===== src/rtl/cordic_pkg.sv =====
// ----------------------------------------------------------------------------
// cordic_pkg
// Shared types and defaults for the CORDIC flow-control wrapper.
//   mode_e       : request mode (arctan or sin/cos)
//   cordic_res_t : one pipeline result {cos, sin, atan} at the default width
// ----------------------------------------------------------------------------
package cordic_pkg;

    localparam int DEF_WIDTH   = 32;
    localparam int DEF_LATENCY = 13;

    typedef enum logic {
        MODE_ATAN   = 1'b0,
        MODE_SINCOS = 1'b1
    } mode_e;

    typedef struct packed {
        logic [DEF_WIDTH-1:0] cos;
        logic [DEF_WIDTH-1:0] sin;
        logic [DEF_WIDTH-1:0] atan;
    } cordic_res_t;

endpackage


===== src/rtl/sync_fifo.sv =====
// ----------------------------------------------------------------------------
// sync_fifo
// Single-clock show-ahead FIFO. The head entry is visible on rdata whenever
// empty=0. A push and a pop in the same cycle are both performed, including
// when the FIFO is full (the pop frees the slot the push uses).
// Ports:
//   clk, rst_n      clock, synchronous active-low reset
//   push, wdata     write request and data (ignored when full without pop)
//   pop             remove head entry (ignored when empty)
//   rdata           head entry
//   full, empty     occupancy flags
//   count           number of stored entries, 0..DEPTH
// ----------------------------------------------------------------------------
module sync_fifo
    import cordic_pkg::*;
#(
    parameter int DW    = 8,
    parameter int DEPTH = 16
) (
    input  logic                     clk,
    input  logic                     rst_n,
    input  logic                     push,
    input  logic [DW-1:0]            wdata,
    input  logic                     pop,
    output logic [DW-1:0]            rdata,
    output logic                     full,
    output logic                     empty,
    output logic [$clog2(DEPTH):0]   count
);

    localparam int AW = $clog2(DEPTH);
    localparam logic [AW:0] FULL_CNT = (AW+1)'(DEPTH);

    logic [DW-1:0] r_mem [DEPTH];
    logic [AW-1:0] r_wptr;
    logic [AW-1:0] r_rptr;
    logic [AW:0]   r_count;

    logic w_pop;
    logic w_push;

    assign w_pop  = pop && (r_count != '0);
    // Pop frees a slot in the same cycle, so a push at full is still legal.
    assign w_push = push && ((r_count != FULL_CNT) || w_pop);

    always_ff @(posedge clk) begin
        if (w_push) begin
            r_mem[r_wptr] <= wdata;
        end
    end

    always_ff @(posedge clk) begin
        if (!rst_n) begin
            r_wptr  <= '0;
            r_rptr  <= '0;
            r_count <= '0;
        end else begin
            if (w_push) r_wptr <= r_wptr + 1'b1;
            if (w_pop)  r_rptr <= r_rptr + 1'b1;
            case ({w_push, w_pop})
                2'b10:   r_count <= r_count + 1'b1;
                2'b01:   r_count <= r_count - 1'b1;
                default: r_count <= r_count;
            endcase
        end
    end

    assign rdata = r_mem[r_rptr];
    assign full  = (r_count == FULL_CNT);
    assign empty = (r_count == '0);
    assign count = r_count;

endmodule


===== src/rtl/cordic_flow_ctrl.sv =====
// ----------------------------------------------------------------------------
// cordic_flow_ctrl
// Flow-control wrapper around a fixed-latency CORDIC pipeline with no
// backpressure. Requests are accepted only while a result-FIFO slot can be
// reserved (credit = outstanding < FIFO_DEPTH), so every result the pipeline
// produces is guaranteed a place in the result FIFO.
// Ports:
//   clk, rst_n                         clock, synchronous active-low reset
//   req_valid/req_ready                request handshake
//   req_mode, req_x/y/z                request mode and operands
//   cdc_valid_in, cdc_mode, cdc_x/y/z  registered issue into the pipeline
//   cdc_valid_out, cdc_cos/sin/tan_in  pipeline results
//   res_valid/res_ready                result handshake
//   res_mode, res_cos/sin/atan         head result (zero when res_valid=0)
//   outstanding                        credits in use (accepted, not popped)
//   orphan_err                         sticky: result with nothing in flight
// ----------------------------------------------------------------------------
module cordic_flow_ctrl
    import cordic_pkg::*;
#(
    parameter int WIDTH      = DEF_WIDTH,
    parameter int LATENCY    = DEF_LATENCY,
    parameter int FIFO_DEPTH = 16
) (
    input  logic                          clk,
    input  logic                          rst_n,
    input  logic                          req_valid,
    output logic                          req_ready,
    input  logic                          req_mode,
    input  logic [WIDTH-1:0]              req_x,
    input  logic [WIDTH-1:0]              req_y,
    input  logic [WIDTH-1:0]              req_z,
    output logic                          cdc_valid_in,
    output logic                          cdc_mode,
    output logic [WIDTH-1:0]              cdc_x,
    output logic [WIDTH-1:0]              cdc_y,
    output logic [WIDTH-1:0]              cdc_z,
    input  logic                          cdc_valid_out,
    input  logic [WIDTH-1:0]              cdc_cos,
    input  logic [WIDTH-1:0]              cdc_sin,
    input  logic [WIDTH-1:0]              cdc_tan_in,
    output logic                          res_valid,
    input  logic                          res_ready,
    output logic                          res_mode,
    output logic [WIDTH-1:0]              res_cos,
    output logic [WIDTH-1:0]              res_sin,
    output logic [WIDTH-1:0]              res_atan,
    output logic [$clog2(FIFO_DEPTH):0]   outstanding,
    output logic                          orphan_err
);

    localparam int CW = $clog2(FIFO_DEPTH) + 1;
    localparam int RW = 3 * WIDTH;
    localparam logic [CW-1:0] DEPTH_CNT = CW'(FIFO_DEPTH);

    generate
        if (FIFO_DEPTH < 2 || (FIFO_DEPTH & (FIFO_DEPTH - 1)) != 0) begin : g_bad_depth
            $error("cordic_flow_ctrl: FIFO_DEPTH must be a power of two >= 2");
        end
        if (LATENCY < 1) begin : g_bad_latency
            $error("cordic_flow_ctrl: LATENCY must be >= 1");
        end
    endgenerate

    // Issue registers
    logic              r_cdc_valid;
    mode_e             r_mode;
    logic [WIDTH-1:0]  r_x;
    logic [WIDTH-1:0]  r_y;
    logic [WIDTH-1:0]  r_z;

    logic [CW-1:0]     r_outstanding;
    logic              r_orphan;

    logic              w_accept;
    logic              w_pop;
    logic              w_capture;
    logic [CW-1:0]     w_inflight;

    logic [RW-1:0]     w_res_wdata;
    logic [RW-1:0]     w_res_rdata;
    logic              w_res_full;
    logic              w_res_empty;
    logic [CW-1:0]     w_res_count;

    logic              w_tag_rdata;
    logic              w_tag_full;
    logic              w_tag_empty;
    logic [CW-1:0]     w_tag_count;

    // Tag FIFO occupancy always tracks outstanding; its flags are redundant.
    logic              w_unused;
    assign w_unused = ^{w_res_full, w_tag_full, w_tag_empty, w_tag_count};

    // Handshakes: both sides are forced idle while reset is asserted.
    assign req_ready = rst_n && (r_outstanding < DEPTH_CNT);
    assign res_valid = rst_n && !w_res_empty;
    assign w_accept  = req_valid && req_ready;
    assign w_pop     = res_valid && res_ready;

    // Results already captured hold credits too; the remainder are still
    // travelling through the pipeline.
    assign w_inflight = r_outstanding - w_res_count;
    assign w_capture  = cdc_valid_out && (w_inflight != '0);

    always_ff @(posedge clk) begin
        if (!rst_n) begin
            r_cdc_valid   <= 1'b0;
            r_mode        <= MODE_ATAN;
            r_x           <= '0;
            r_y           <= '0;
            r_z           <= '0;
            r_outstanding <= '0;
            r_orphan      <= 1'b0;
        end else begin
            r_cdc_valid <= w_accept;
            if (w_accept) begin
                r_mode <= mode_e'(req_mode);
                r_x    <= req_x;
                r_y    <= req_y;
                r_z    <= req_z;
            end
            case ({w_accept, w_pop})
                2'b10:   r_outstanding <= r_outstanding + 1'b1;
                2'b01:   r_outstanding <= r_outstanding - 1'b1;
                default: r_outstanding <= r_outstanding;
            endcase
            if (cdc_valid_out && (w_inflight == '0)) begin
                r_orphan <= 1'b1;
            end
        end
    end

    assign w_res_wdata = {cdc_cos, cdc_sin, cdc_tan_in};

    sync_fifo #(
        .DW    (RW),
        .DEPTH (FIFO_DEPTH)
    ) u_res_fifo (
        .clk   (clk),
        .rst_n (rst_n),
        .push  (w_capture),
        .wdata (w_res_wdata),
        .pop   (w_pop),
        .rdata (w_res_rdata),
        .full  (w_res_full),
        .empty (w_res_empty),
        .count (w_res_count)
    );

    sync_fifo #(
        .DW    (1),
        .DEPTH (FIFO_DEPTH)
    ) u_tag_fifo (
        .clk   (clk),
        .rst_n (rst_n),
        .push  (w_accept),
        .wdata (req_mode),
        .pop   (w_pop),
        .rdata (w_tag_rdata),
        .full  (w_tag_full),
        .empty (w_tag_empty),
        .count (w_tag_count)
    );

    assign cdc_valid_in = r_cdc_valid;
    assign cdc_mode     = r_mode;
    assign cdc_x        = r_x;
    assign cdc_y        = r_y;
    assign cdc_z        = r_z;

    assign res_mode = res_valid ? w_tag_rdata : 1'b0;
    assign res_cos  = res_valid ? w_res_rdata[RW-1:2*WIDTH]      : '0;
    assign res_sin  = res_valid ? w_res_rdata[2*WIDTH-1:WIDTH]   : '0;
    assign res_atan = res_valid ? w_res_rdata[WIDTH-1:0]         : '0;

    assign outstanding = r_outstanding;
    assign orphan_err  = r_orphan;

endmodule


===== config.mk =====
export PLATFORM = sky130hd
export DESIGN_NAME = cordic_flow_ctrl
export DESIGN_NICKNAME = d
export VERILOG_FILES = /design/src/rtl/cordic_pkg.sv /design/src/rtl/sync_fifo.sv /design/src/rtl/cordic_flow_ctrl.sv
export SDC_FILE = /design/constraint.sdc
export NUM_CORES = 1
export LEC_CHECK = 0
export BUFFER_PORTS_ARGS = -buffer_cell sky130_fd_sc_hd__buf_2
export CORE_ASPECT_RATIO = 1.25
export CORE_MARGIN = 3
export CORE_UTILIZATION = 55
export DETAILED_ROUTE_END_ITERATION = 12
export MAX_ROUTING_LAYER = met4
export PLACE_DENSITY_LB_ADDON = 0.08
export SYNTH_ARGS = -nofsm -noshare
export SYNTH_HDL_FRONTEND = slang
export SYNTH_SLANG_ARGS = --single-unit

===== constraint.sdc =====
create_clock -name clk -period 10.3 [get_ports clk]
set_input_delay 0.515 -clock clk [delete_from_list [all_inputs] [get_ports clk]]
set_output_delay 0.515 -clock clk [all_outputs]
set_load 0.1 [all_outputs]

=== Word level (Yosys, flattened, before mapping) ===
Memory sizes are Yosys's and may differ from the RTL's. A register that Yosys moved wholly into a read port is not among the register bits.
Index checks and enable logic that the tools add are counted.

* $lt $le $gt $ge: 1
* Reduce and logical (&&, ||, !) cells: 21
* Add/sub/neg operators: 11
* Muxes and demuxes: 15
* Equality and inequality tests: 8

{| class="wikitable"
|+ Operator list
! operator !! number
|-
| $mux W32 || 3
|-
| $pmux W5 S2 || 3
|-
| $add A4 B1 Y4 const B || 4
|-
| $mux W4 || 4
|-
| $add A5 B1 Y5 const B || 3
|-
| $reduce_bool A5 Y1 || 3
|-
| $sub A5 B1 Y5 const B || 3
|-
| $logic_and A1 B1 Y1 || 10
|-
| $logic_not A5 Y1 || 2
|-
| $ne A5 B5 Y1 const B || 2
|-
| $eq A2 B1 Y1 const B || 3
|-
| $eq A2 B2 Y1 const B || 3
|-
| $reduce_bool A2 Y1 || 3
|-
| $lt A5 B5 Y1 const B || 1
|-
| $mux W1 || 5
|-
| $sub A5 B5 Y5 || 1
|-
| $logic_or A1 B1 Y1 || 2
|-
| $logic_not A1 Y1 || 1
|}

* Memories: 2
* RAM bits: 1,552
* Word-level logic and storage cells: 71
* Register bits after elaboration: 130

{| class="wikitable"
|+ Memory list
! memory !! words !! bits a word !! rd ports !! clocked after Yosys merged registers in !! write ports !! RTL line !! RTL
|-
| u_res_fifo.r_mem || 16 || 96 || 1 || 1 || 1 || sync_fifo.sv:34 || <nowiki>logic [DW-1:0] r_mem [DEPTH];</nowiki>
|-
| u_tag_fifo.r_mem || 16 || 1 || 1 || 1 || 1 || sync_fifo.sv:34 ||
|}

=== Depth between registers and ports, before layout ===
* Depth after elaboration: 9
* Depth in mapped cells: 15
* Depth with buffers taken out: 14

=== Cells and area by module ===
From an unflattened synthesis, not the netlist that was laid out.

* Cell total of the unflattened synthesis: 3,210
* Area total of the unflattened synthesis: 64,630.7 µm²

{| class="wikitable"
|+ By module, submodules not included
! module !! times used !! sequential area each (µm²) !! cells each !! area an instance (µm²)
|-
| sync_fifo at u_res_fifo || 1 || 46,464.6 || 2,464 || 58,409.8
|-
| cordic_flow_ctrl || 1 || 2,082.0 || 601 || 4,566.9
|-
| sync_fifo at u_tag_fifo || 1 || 820.8 || 145 || 1,654.1
|}

=== Worst setup path after synthesis ===
OpenSTA, ideal clock, no wires.

* Path type: register to register
* Start: register r_outstanding[0] (netlist: outstanding[0])
* End: memory u_res_fifo.r_mem[3][0] (netlist bit), enable pin
* Buffers on the path: 0
* Period minus slack after synthesis: 9.420 ns
* Stages on the path, launching flop included: 8
* Data arrival time: 8.752 ns
* Library setup time: 0.668 ns
* Data required time: 9.632 ns
* Slack: 0.880 ns
* Path through: dfxtp_1 inv_1 ha_1 or3b_2 o22ai_1 a41oi_2 nand2_1 nor3_1

* Cells in the longest elaborated chain, start to end: 6

{| class="wikitable"
|+ Ends and longest elaborated chain
! what !! RTL line !! RTL
|-
| from (decl) || cordic_flow_ctrl.sv:72 || <nowiki>logic [CW-1:0] r_outstanding;</nowiki>
|-
| from (signal assigned) || cordic_flow_ctrl.sv:124 || <nowiki>2'b10: r_outstanding <= r_outstanding + 1'b1;</nowiki>
|-
| from (signal assigned) || cordic_flow_ctrl.sv:125 || <nowiki>2'b01: r_outstanding <= r_outstanding - 1'b1;</nowiki>
|-
| from (signal assigned) || cordic_flow_ctrl.sv:126 || <nowiki>default: r_outstanding <= r_outstanding;</nowiki>
|-
| $sub A5 B5 Y5 || cordic_flow_ctrl.sv:103 || <nowiki>assign w_inflight = r_outstanding - w_res_count;</nowiki>
|-
| $reduce_bool A5 Y1 || cordic_flow_ctrl.sv:104 || <nowiki>assign w_capture = cdc_valid_out && (w_inflight != '0);</nowiki>
|-
| $logic_and A1 B1 Y1 || cordic_flow_ctrl.sv:104 ||
|-
| $logic_and A1 B1 Y1 || sync_fifo.sv:44 || <nowiki>assign w_push = push && ((r_count != FULL_CNT) || w_pop);</nowiki>
|-
| $mux W1 || sync_fifo.sv:47 || <nowiki>if (w_push) begin</nowiki>
|-
| $mux W1 (implied by the code) || sync_fifo.sv:48 || <nowiki>r_mem[r_wptr] <= wdata;</nowiki>
|-
| to (decl) || sync_fifo.sv:34 ||
|}

No other way between the ends.

==> results.ini <==
[status]
outcome=finished clean

[floorplan]
start_util_pct=55.83
die-area_sq_um=119800
ios=401
fp.dieH_microns=386.3
fp.dieW_microns=310.2
core_sq_um=114000
row_count=138

[run]
maxCapViolations=0

[worst_setup_path]
cp_max_fo=53
path_cells=buf_4 > buf_4 > mux4_2 > a22oi_1 > a21oi_1 > buf_2
worstReg2RegEnd=u_res_fifo.r_mem[2][36]$_DFFE_PP_
crit_top_cell=buf_4
end_kind=output port
critical_path_arrival_ps=4840
start_kind=flop
rr_startpoint=u_res_fifo.count[3]$_SDFFE_PN0P_
max_stage_delay_ps=1030
path_class=flop to output port
cp.required_ps=9790
cp_slowest_cell=dfxtp_4
reg2reg_depth=9
rrSetupSlack_ps=6020

[synth]
synth_top_cell_by_area=edfxtp_1
ys_top_cells_by_area=edfxtp_1, mux4_2, dfxtp_1
synth_common_cells=edfxtp_1, mux4_2, nand2_1, a22oi_1, dfxtp_1
synth_fp_nets=3311
synth_area_sq_um=63620
avgSynthCellArea_sq_um=20.62
yosys_warnings=0
synth.top_cell.area_share_pct=73.25
ys_ff_latch=1690
synth_most_common_cell=edfxtp_1
synth-async-reset-ratio_pct=0
yosys_most_used_dff=edfxtp_1
seq_area_frac_synth_pct=77.60
synth_edf_count=1552
ys_types=44
postSynthCellCount=3086

[min_path]
worstHoldEndpoint=u_res_fifo.r_mem[3][43]$_DFFE_PP_
worstHoldPathType=primary input to flop
whs_path_depth=1
min_from=cdc_sin[11]

[placed_design]
placed_cells=4838
hpwl_microns=78120
pre_cts_slack_ps=5572
io_buffers=400
place_congestion=0.8210

[timing]
max_slew_margin_pct=14.43
rsz0062_at_grt=no
drv_slew=0
period_share_pct=51.95
holdWs_ps=106.8
fin_tns_setup_ps=0
finalHoldViolations=0
skew_ps=19.05
period_needed_ps=5351
setup_viol=0
setup_ws_ps=4949
max_freq_mhz=186.9
tightest_slew_ps=1283

[global_routing]
antenna_found_initial=30
grt_usage_pct=27.13
grt_start_max_net_pins=173
grt_pass1_wl_microns=227600
grt_pass1_vias=34240
grt-ovfl-total=0

[pwr]
max-vdd-ir-drop_mv=0.2351
power_frac_clock_pct=33.3
seqPwrFrac_pct=46.8
intPower_uw=12050
power_density_nw_per_um2=232.3
leakage_uw=0.02424
p_switching_uw=5030
p_total_uw=17080
combPwrFrac_pct=19.9
sw_frac_of_total_pct=29.46

[drt]
wirelength_microns=154800
drt_iter0_drc=3576
avgViaCountPerCell=6.261
dr.pass1.iters=5
routedWlPerCell_microns=29.45
ant_nets=0
drc=0
num_vias=32900

[clock_tree]
postCtsHoldBufs=97
post_cts_buffers=0
ctsHtreeMaxLevel=4
clkTransAtPathRegs_ps=60
cts_buffer_depth=3
insertion_delay_ps=770
cts_resized=0
cts_tree=built
cts_sinks=1690
clockRootBuffer=clkbuf_16
cts_buffers=160

[cells_and_area]
n_fill_cell=7690
drive_gt1_share_pct=29.45
fin_nets=3852
final-instance-count-excl-fill=5255
syn2layout_area_growth_pct=15.51

power groups by stage:
| stage | Combinational, uW | Clock, uW | Sequential (uW) |
|---|---|---|---|
| 6_report | 3400 | 5690 | 7990 |
| 3_3_place_gp | 3360 | 0 | 8110 |
| 5_1_grt | 3590 | 6070 | 8010 |
| 4_1_cts | 3440 | 5790 | 7990 |
| 2_1_floorplan | 2320 | 0 | 8410 |
| 3_5_place_dp | 3400 | 0 | 8130 |
layout by cell type (no fill, tap or decap), types with 3 or more instances in the layout:
master | synthesis | layout
clkinv_8 | 0 | 4
nand3_1 | 101 | 101
buf_12 | 0 | 3
dlygate4sd3_1 | 0 | 97
xnor2_1 | 11 | 11
nand2_1 | 225 | 225
o21ai_0 | 14 | 14
xor2_1 | 11 | 11
or3b_2 | 3 | 3
a22oi_1 | 192 | 192
a21oi_1 | 104 | 104
inv_6 | 0 | 7
buf_2 | 46 | 399
nor2b_1 | 12 | 10
clkbuf_16 | 0 | 163
nand4_1 | 3 | 3
nand2b_1 | 6 | 6
clkinvlp_4 | 0 | 4
bufinv_16 | 0 | 11
inv_1 | 22 | 22
diode_2 | 0 | 29
nor3_1 | 8 | 4
a211oi_1 | 3 | 3
clkbuf_8 | 0 | 5
edfxtp_1 | 1552 | 1552
buf_4 | 0 | 63
clkinv_1 | 0 | 30
and2_1 | 21 | 19
nor2_1 | 28 | 15
a31oi_1 | 3 | 3
ha_1 | 25 | 25
mux4_2 | 388 | 388
nor2_4 | 0 | 13
dfxtp_1 | 138 | 136
nor3_2 | 0 | 4
clkbuf_1 | 120 | 42
clkinv_2 | 0 | 24
mux2i_1 | 9 | 9
sequential cells by signal, summed over array words and instances (netlist names), named ones only:
signal / cells
u_tag_fifo.count: 5
cdc_mode: 1
cdc_x: 32
cdc_y: 32
u_tag_fifo.r_wptr: 4
u_tag_fifo.r_rptr: 4
u_tag_fifo.r_mem: 16
cdc_valid_in: 1
outstanding: 5
u_res_fifo.r_mem: 1536
orphan_err: 1
u_res_fifo.r_rptr: 4
u_res_fifo.count: 5
cdc_z: 32
u_res_fifo.r_wptr: 4
worst max-delay path, delay by kind of cell (launching register included):
family | cells | cell delay (ps)
AO/OA/AOI/OAI | 2 | 570
multiplexers | 1 | 390
flip-flops | 1 | 1030
buffers and inverters | 3 | 2010
worst max path at each step:
stage                                  endpoint                   startpoint  depth (start not counted)  slack (ps)
3_3_place_gp                       res_atan[17]                         flop                          6        5640
4_1_cts                            res_atan[17]                         flop                          6        4720
5_1_grt                            res_atan[17]                         flop                          6        4460
2_1_floorplan  u_res_fifo.r_mem[3][0]$_DFFE_PP_  outstanding[0]$_SDFFE_PN0P_                          7         880
3_5_place_dp                       res_atan[17]                         flop                          6        5570
6_report                           res_atan[17]                         flop                          6        4950
through the flow:
step | area (sq um) | util, %
floorplan | 63620 | -
global placement | 67400 | 59.14
detailed placement | 67400 | 59.14
CTS | 73420 | 64.42
global route | 73470 | 64.47
finish | 73490 | 64.49
layer usage:
layer | global-route usage [%] | up-vias | routed length [microns]
li1 | - | 13810 | -
met1 | 36.28 | 17320 | 61080
met2 | 42.04 | 1448 | 76420
met3 | 5.430 | 321 | 11960
met4 | 10.05 | 0 | 5298
met5 | - | - | 0
layout make-up:
class / instances / area [sq um] / share of cell area, %
Antenna cell: 29 / 72.57 / 0.09875
Clock buffer: 210 / 4305 / 5.859
Clock inverter: 81 / 739.5 / 1.006
Inverter: 24 / 90.09 / 0.1226
Multi-Input combinational cell: 1189 / 13570 / 18.46
Sequential cell: 1690 / 49370 / 67.19
Tap cell: 1470 / 1839 / 2.503
Timing Repair Buffer: 562 / 3501 / 4.764
cell families (layout without fill, tap and decap cells):
kind of cell / count (synthesis) / count (layout) / synth area share (%)
XOR/XNOR: 22 / 22 / 0.3029
AND/OR/NAND/NOR: 415 / 415 / 2.899
other: 0 / 29 / 0
buffers and inverters: 207 / 877 / 1.314
AO/OA/AOI/OAI: 328 / 328 / 3.457
adder cells (fa/ha/maj): 27 / 27 / 0.5546
flip-flops: 1690 / 1690 / 77.60
multiplexers: 397 / 397 / 13.88
(Power assumes the default switching activity.)
